[config.mk]
export PLATFORM = sky130hd
export DESIGN_NAME = uart_rx_framer
export DESIGN_NICKNAME = d
export VERILOG_FILES = /design/src/rtl/uart_rx_pkg.sv /design/src/rtl/uart_rx_fifo.sv /design/src/rtl/uart_rx_framer.sv
export SDC_FILE = /design/constraint.sdc
export NUM_CORES = 1
export LEC_CHECK = 0
export BUFFER_PORTS_ARGS = -buffer_cell sky130_fd_sc_hd__buf_2
export CELL_PAD_IN_SITES_DETAIL_PLACEMENT = 1
export CELL_PAD_IN_SITES_GLOBAL_PLACEMENT = 1
export CORE_ASPECT_RATIO = 0.5
export CORE_UTILIZATION = 45
export DETAILED_ROUTE_END_ITERATION = 6
export PLACE_DENSITY_LB_ADDON = 0.1
export SLEW_MARGIN = 20
export SYNTH_ARGS = -nofsm -noshare
export SYNTH_HDL_FRONTEND = slang
export SYNTH_SLANG_ARGS = --single-unit
[constraint.sdc]
create_clock -name clk -period 2.3 [get_ports clk]
set_clock_uncertainty 0.15 [all_clocks]
set_input_delay 0.23 -clock clk [delete_from_list [all_inputs] [get_ports clk]]
set_output_delay 0.23 -clock clk [all_outputs]
set_load 0.05 [all_outputs]
[src/rtl/uart_rx_pkg.sv]
// uart_rx_pkg: receiver state encoding and counter width helpers.
// Shared by uart_rx_framer and uart_rx_fifo.
package uart_rx_pkg;

    typedef enum logic [2:0] {
        WAIT_IDLE,
        IDLE,
        START,
        DATA,
        PARITY,
        STOP
    } state_t;

    // Bits needed to count 0..n-1, never less than one.
    function automatic int cnt_w(input int n);
        return (n > 1) ? $clog2(n) : 1;
    endfunction

endpackage

[src/rtl/uart_rx_fifo.sv]
// uart_rx_fifo: DEPTH x W synchronous FIFO, first-word fall-through head.
// A push into a full FIFO is dropped and reported unless a pop frees a slot.
module uart_rx_fifo
    import uart_rx_pkg::*;
#(
    parameter int W     = 8,
    parameter int DEPTH = 4
) (
    input  logic                         clk,
    input  logic                         rst,
    input  logic                         push,
    input  logic [W-1:0]                 push_data,
    input  logic                         out_ready,
    output logic [W-1:0]                 out_data,
    output logic                         out_valid,
    output logic [$clog2(DEPTH+1)-1:0]   level,
    output logic                         overrun
);
    localparam int AW = cnt_w(DEPTH);
    localparam int LW = $clog2(DEPTH + 1);

    logic [W-1:0]  mem [DEPTH];
    logic [AW-1:0] wr_q;
    logic [AW-1:0] rd_q;
    logic [LW-1:0] level_q;
    logic          ovr_q;
    logic          pop;
    logic          full;
    logic          wr_en;

    assign pop   = out_ready && (level_q != '0);
    assign full  = (level_q == LW'(DEPTH));
    assign wr_en = push && (!full || pop);

    // Storage, pointers, occupancy and the overrun pulse.
    always_ff @(posedge clk) begin
        if (rst) begin
            for (int i = 0; i < DEPTH; i++) mem[i] <= '0;
            wr_q    <= '0;
            rd_q    <= '0;
            level_q <= '0;
            ovr_q   <= 1'b0;
        end else begin
            if (wr_en) begin
                mem[wr_q] <= push_data;
                wr_q      <= wr_q + 1'b1;
            end
            if (pop) rd_q <= rd_q + 1'b1;
            level_q <= level_q + LW'(wr_en) - LW'(pop);
            ovr_q   <= push && full && !pop;
        end
    end

    assign out_data  = mem[rd_q];
    assign out_valid = (level_q != '0);
    assign level     = level_q;
    assign overrun   = ovr_q;

endmodule

[src/rtl/uart_rx_framer.sv]
// uart_rx_framer: oversampled UART receiver feeding a small output FIFO.
// Optional parity bit enabled by defining UART_RX_PARITY_EN.
module uart_rx_framer
    import uart_rx_pkg::*;
#(
    parameter int DATA_BITS   = 8,
    parameter int STOP_BITS   = 1,
    parameter int OVERSAMPLE  = 1,
    parameter int DEPTH       = 4,
    parameter int SYNC_STAGES = 2,
    parameter int PARITY_ODD  = 0
) (
    input  logic                         clk,
    input  logic                         rst,
    input  logic                         rx,
    output logic [DATA_BITS-1:0]         out_data,
    output logic                         out_valid,
    input  logic                         out_ready,
    output logic [$clog2(DEPTH+1)-1:0]   fifo_level,
    output logic                         busy,
    output logic                         err_frame,
    output logic                         err_overrun,
    output logic                         err_parity
);
`ifdef UART_RX_PARITY_EN
    localparam bit PAR_EN = 1'b1;
`else
    localparam bit PAR_EN = 1'b0;
`endif
    localparam int TW  = cnt_w(OVERSAMPLE);
    localparam int BW  = cnt_w(DATA_BITS + 1);
    localparam bit OS1 = (OVERSAMPLE == 1);
    localparam logic [TW-1:0] T_LAST = TW'(OVERSAMPLE - 1);
    localparam logic [TW-1:0] T_HALF = TW'(OVERSAMPLE / 2 - 1);
    localparam logic [BW-1:0] D_LAST = BW'(DATA_BITS - 1);
    localparam logic [BW-1:0] S_LAST = BW'(STOP_BITS - 1);

    logic [SYNC_STAGES-1:0] sync_q;
    logic [SYNC_STAGES-1:0] fill_q;
    logic                   rx_s;
    state_t                 state_q;
    state_t                 state_d;
    logic [TW-1:0]          tick_q;
    logic [BW-1:0]          bit_q;
    logic [DATA_BITS-1:0]   shreg_q;
    logic                   par_bad_q;
    logic                   push_q;
    logic                   err_frame_q;
    logic                   err_parity_q;
    logic                   samp;

    // Synchroniser; fill_q marks when sync_q holds only post-reset samples.
    always_ff @(posedge clk) begin
        if (rst) begin
            sync_q <= '1;
            fill_q <= '0;
        end else begin
            sync_q <= {sync_q[SYNC_STAGES-2:0], rx};
            fill_q <= {fill_q[SYNC_STAGES-2:0], 1'b1};
        end
    end

    assign rx_s = sync_q[SYNC_STAGES-1];
    assign samp = (tick_q == T_LAST);

    // Next-state logic of the frame FSM.
    always_comb begin
        state_d = state_q;
        unique case (state_q)
            WAIT_IDLE: if (fill_q[SYNC_STAGES-1] && rx_s) state_d = IDLE;
            IDLE:      if (!rx_s) state_d = START;
            START: begin
                if (OS1) state_d = DATA;
                else if (tick_q == T_HALF) state_d = rx_s ? IDLE : DATA;
            end
            DATA: begin
                if (samp && bit_q == D_LAST) state_d = PAR_EN ? PARITY : STOP;
            end
            PARITY:    if (samp) state_d = STOP;
            STOP: begin
                if (samp) begin
                    if (!rx_s) state_d = WAIT_IDLE;
                    else if (bit_q == S_LAST) state_d = IDLE;
                end
            end
            default:   state_d = WAIT_IDLE;
        endcase
    end

    // State register, counters, shifter and frame result strobes.
    always_ff @(posedge clk) begin
        if (rst) begin
            state_q      <= WAIT_IDLE;
            tick_q       <= '0;
            bit_q        <= '0;
            shreg_q      <= '0;
            par_bad_q    <= 1'b0;
            push_q       <= 1'b0;
            err_frame_q  <= 1'b0;
            err_parity_q <= 1'b0;
        end else begin
            state_q      <= state_d;
            push_q       <= 1'b0;
            err_frame_q  <= 1'b0;
            err_parity_q <= 1'b0;
            tick_q <= (state_d != state_q || samp) ? '0 : tick_q + 1'b1;
            if (state_q == START && OS1) begin
                shreg_q <= {rx_s, shreg_q[DATA_BITS-1:1]};
                bit_q   <= BW'(1);
            end else if (state_d != state_q) begin
                bit_q <= '0;
            end else if (samp && (state_q == DATA || state_q == STOP)) begin
                bit_q <= bit_q + 1'b1;
            end
            if (state_q == DATA && samp)
                shreg_q <= {rx_s, shreg_q[DATA_BITS-1:1]};
            if (state_q == IDLE) par_bad_q <= 1'b0;
            if (state_q == PARITY && samp)
                par_bad_q <= ((^shreg_q) ^ rx_s) != (PARITY_ODD != 0);
            if (state_q == STOP && samp) begin
                if (!rx_s) err_frame_q <= 1'b1;
                else if (bit_q == S_LAST) begin
                    if (par_bad_q) err_parity_q <= 1'b1;
                    else push_q <= 1'b1;
                end
            end
        end
    end

    uart_rx_fifo #(
        .W     (DATA_BITS),
        .DEPTH (DEPTH)
    ) u_fifo (
        .clk       (clk),
        .rst       (rst),
        .push      (push_q),
        .push_data (shreg_q),
        .out_ready (out_ready),
        .out_data  (out_data),
        .out_valid (out_valid),
        .level     (fifo_level),
        .overrun   (err_overrun)
    );

    assign busy       = (state_q != IDLE) && (state_q != WAIT_IDLE);
    assign err_frame  = err_frame_q;
    assign err_parity = PAR_EN & err_parity_q;

endmodule
==> flow_summary.toml <==
[run_status]
outcome = "complete, no violations"

[critical_path]
rrSetupSlack_ns = 0.07
worstSetupEndpointType = "flip-flop"
r2r-start = "u_fifo.level[1]"
required_ns = 2.36
path_class = "reg -> reg"
worstSetupStartpointType = "flip-flop"
r2r_end = "u_fifo.level[2]"
worstPathArrival_ns = 2.29
r2r_cells = 9
path_max_fanout = 6

[synth]
synth_area_leader_cell = "edfxtp_1"
yosys_warnings = 0
ys_ff_latch = 65
ys_top_cells_by_count = "dfxtp_1 (33), edfxtp_1 (32), and2_1 (24)"
synth_async_sr_flop_share_pct = 0
ys_seq_area_share_pct = 55.22
synthCells = 238
synth_edf_count = 32
synth_ff_type = "dfxtp_1"
synth_top_area_share_pct = 32.72
syn-cell-area_um2 = 2937
avgSynthCellArea_um2 = 12.34
synthTopCellsByArea = "edfxtp_1 (33%), dfxtp_1 (22%), mux4_2 (6.1%), and2_1 (5.1%), xnor2_1 (3.6%)"
ys_types = 50
yosysMostFrequentCell = "dfxtp_1"

[clock_tree]
cts_num_sinks = 65
cts_tree = "built"
root_buffer = "clkbuf_16"
clk_pin_slew_ns = 0.05
insertion_delay_ns = 0.33
clk_path_buf_depth = 2
htree_levels = 3
cts_buffers = 9

[floorplanning]
dieArea_um2 = 6872
core_area_um2 = 6181
start_util_pct = 47.51
io_pins = 20
fp.dieH_um = 59.12
num_rows = 20
die_w_um = 116.2

[global_route]
grt_pass1_vias = 1857
use_met1_pct = 25.36
busiest_layer = "met2"
grt_max_degree = 28
met2_usage_pct = 32.88
met3_usage_pct = 8.282
grt_remaining_overflow = 0
grt_pass1_wl_um = 9804
grtUsageTotal_pct = 20.78
antenna_found_initial = 0

[power_and_ir_drop]
power_switching_mw = 1.069
intPower_mw = 2.582
power.share.switching_pct = 29.29
clkPwrFrac_pct = 39.9
max-vdd-ir-drop_mv = 0.6096
power_frac_comb_pct = 22.7
p_seq_share_pct = 37.3
p_leak_nw = 1.379
power_density_nw_per_um2 = 1039

[sta]
relSlewSlack_pct = 52.11
worst_pin_slew_ns = 0.7136
period_share_pct = 97.06
tns_ns = 0
rsz0062_at_grt = "no"
final.min_clock_period_ns = 2.232
slew_viol_final = 0
hold_ws_ns = 0.08708
setup_violations = 0
max_freq_mhz = 447.9
hold_viol = 0

[final_layout]
area.growth.synth_to_final_pct = 19.68
fin_area_um2 = 3515
layout-drive-gt1-share_pct = 29.63
antenna_cells = 0
layout.nets = 274

[detailed_routing]
wl_per_cell_um = 17.03
antenna_left = 0
drc = 0
vias_per_cell = 5.095
vias = 1824
drt-total-wl_um = 6095
drtIter0Drc = 88
firstDrtPassIters = 4

[run]
drv_cap = 0

[placed_design]
dpl_cell_area_um2 = 3120
port_buffers = 18
hpwl_um = 4122
place.gp.congestion = 0.8102

[worst_hold_path]
whs_path_depth = 3
hold_path.class = "in -> reg"
min_to = "u_fifo.overrun"
hp-start = "out_ready"
-- placed cells by master (no fill, tap or decap), types with 3 or more instances in the layout --
cell        n
a21oi_1     8
and2_1     24
and2_2      8
buf_2      18
buf_4       9
clkbuf_16   9
dfxtp_1    30
edfxtp_1   32
inv_1       9
mux2i_1     8
mux4_2      8
nand2b_1    4
nand3_1     3
nor2_1     18
nor2b_1     3
nor3_1      4
or2_1       3
or2_2       3
xnor2_1    12
xor2_1      3
-- registers in the layout, summed over array words and instances (netlist names), named ones only --
signal and cells:
fill_q 2, u_fifo.mem 32, sync_q 2, shreg_q 8, u_fifo.wr_q 2, u_fifo.rd_q 2
state_q 3, tick_q 1, push_q 1, par_bad_q 1, u_fifo.overrun 1, err_frame 1
bit_q 4, u_fifo.level 3
-- worst max-delay path by stage --
stage                          startpoint         endpoint  slack (ns)  cells after the start
after floorplan           u_fifo.level[0]  u_fifo.level[2]        0.05                      9
after global placement    u_fifo.level[0]  u_fifo.level[2]        0.11                      9
after detailed placement  u_fifo.level[0]  u_fifo.level[2]        0.04                      9
after CTS                 u_fifo.level[0]  u_fifo.level[2]        0.02                      9
after global routing      u_fifo.level[1]  u_fifo.level[2]        0.02                      9
final                     u_fifo.level[1]  u_fifo.level[2]        0.07                      9
-- critical path: stages (launching register included) --
cell and delay [ns]:
dfxtp_4 0.36, o31a_4 0.36, ha_4 0.21, inv_1 0.05
ha_2 0.17, inv_2 0.04, fa_2 0.37, xor2_2 0.19
xnor2_1 0.16, nor2_1 0.05
-- routing by layer --
layer	wire [um]	part of all wire, %	vias to the layer above
li1	-	-	884
met1	2902	48	907
met2	2845	47	23
met3	234	3.8	10
met4	112	1.8	0
met5	0	0	-
-- stage by stage --
stage	instances	power, mW	worst slack, ns	utilization [%]
after global routing	358	3.797	0.01989	56.86
after floorplan	239	1.978	0.04582	-
after global placement	338	2.128	0.1116	50.49
final	358	3.651	0.06755	56.86
after CTS	355	3.631	0.01748	55.87
after detailed placement	338	2.147	0.03871	50.49
-- power by group through the flow --
stage | clock, mW | sequential [mW] | combinational, mW
floorplan | 0 | 1.42 | 0.561
global placement | 0 | 1.37 | 0.754
detailed placement | 0 | 1.38 | 0.768
CTS | 1.50 | 1.36 | 0.778
global route | 1.54 | 1.37 | 0.885
finish | 1.46 | 1.36 | 0.830
-- cell type report --
class                   count  area (um^2)
fillers                   664         2666
flip-flops and latches     65         1630
multi-input cells         151         1246
clock buffers              11        242.7
repair buffers             28        167.7
well taps                  88        110.1
clock inverters             5        80.08
inverters                  10        37.54
-- cell families after synthesis --
kind of cell    count (synthesis)  synth area share (%)
simple gates                   87                 18.58
flops                          65                 55.22
compound gates                 24                 5.667
buf+inv                        23                 3.622
xor+xnor                       17                 5.539
mux                            16                 8.862
fa+ha+maj                       5                 2.386
other cells                     1                0.1277
-- timing repair --
action | in CTS | in global routing
setup buffers | 0 | 3
setup endpoints to repair | 0 | 1
hold buffers | 1 | 0
resized for setup | 0 | 9
endpoints found under the hold margin | 1 | 0
Power figures use the tool's default switching activity.
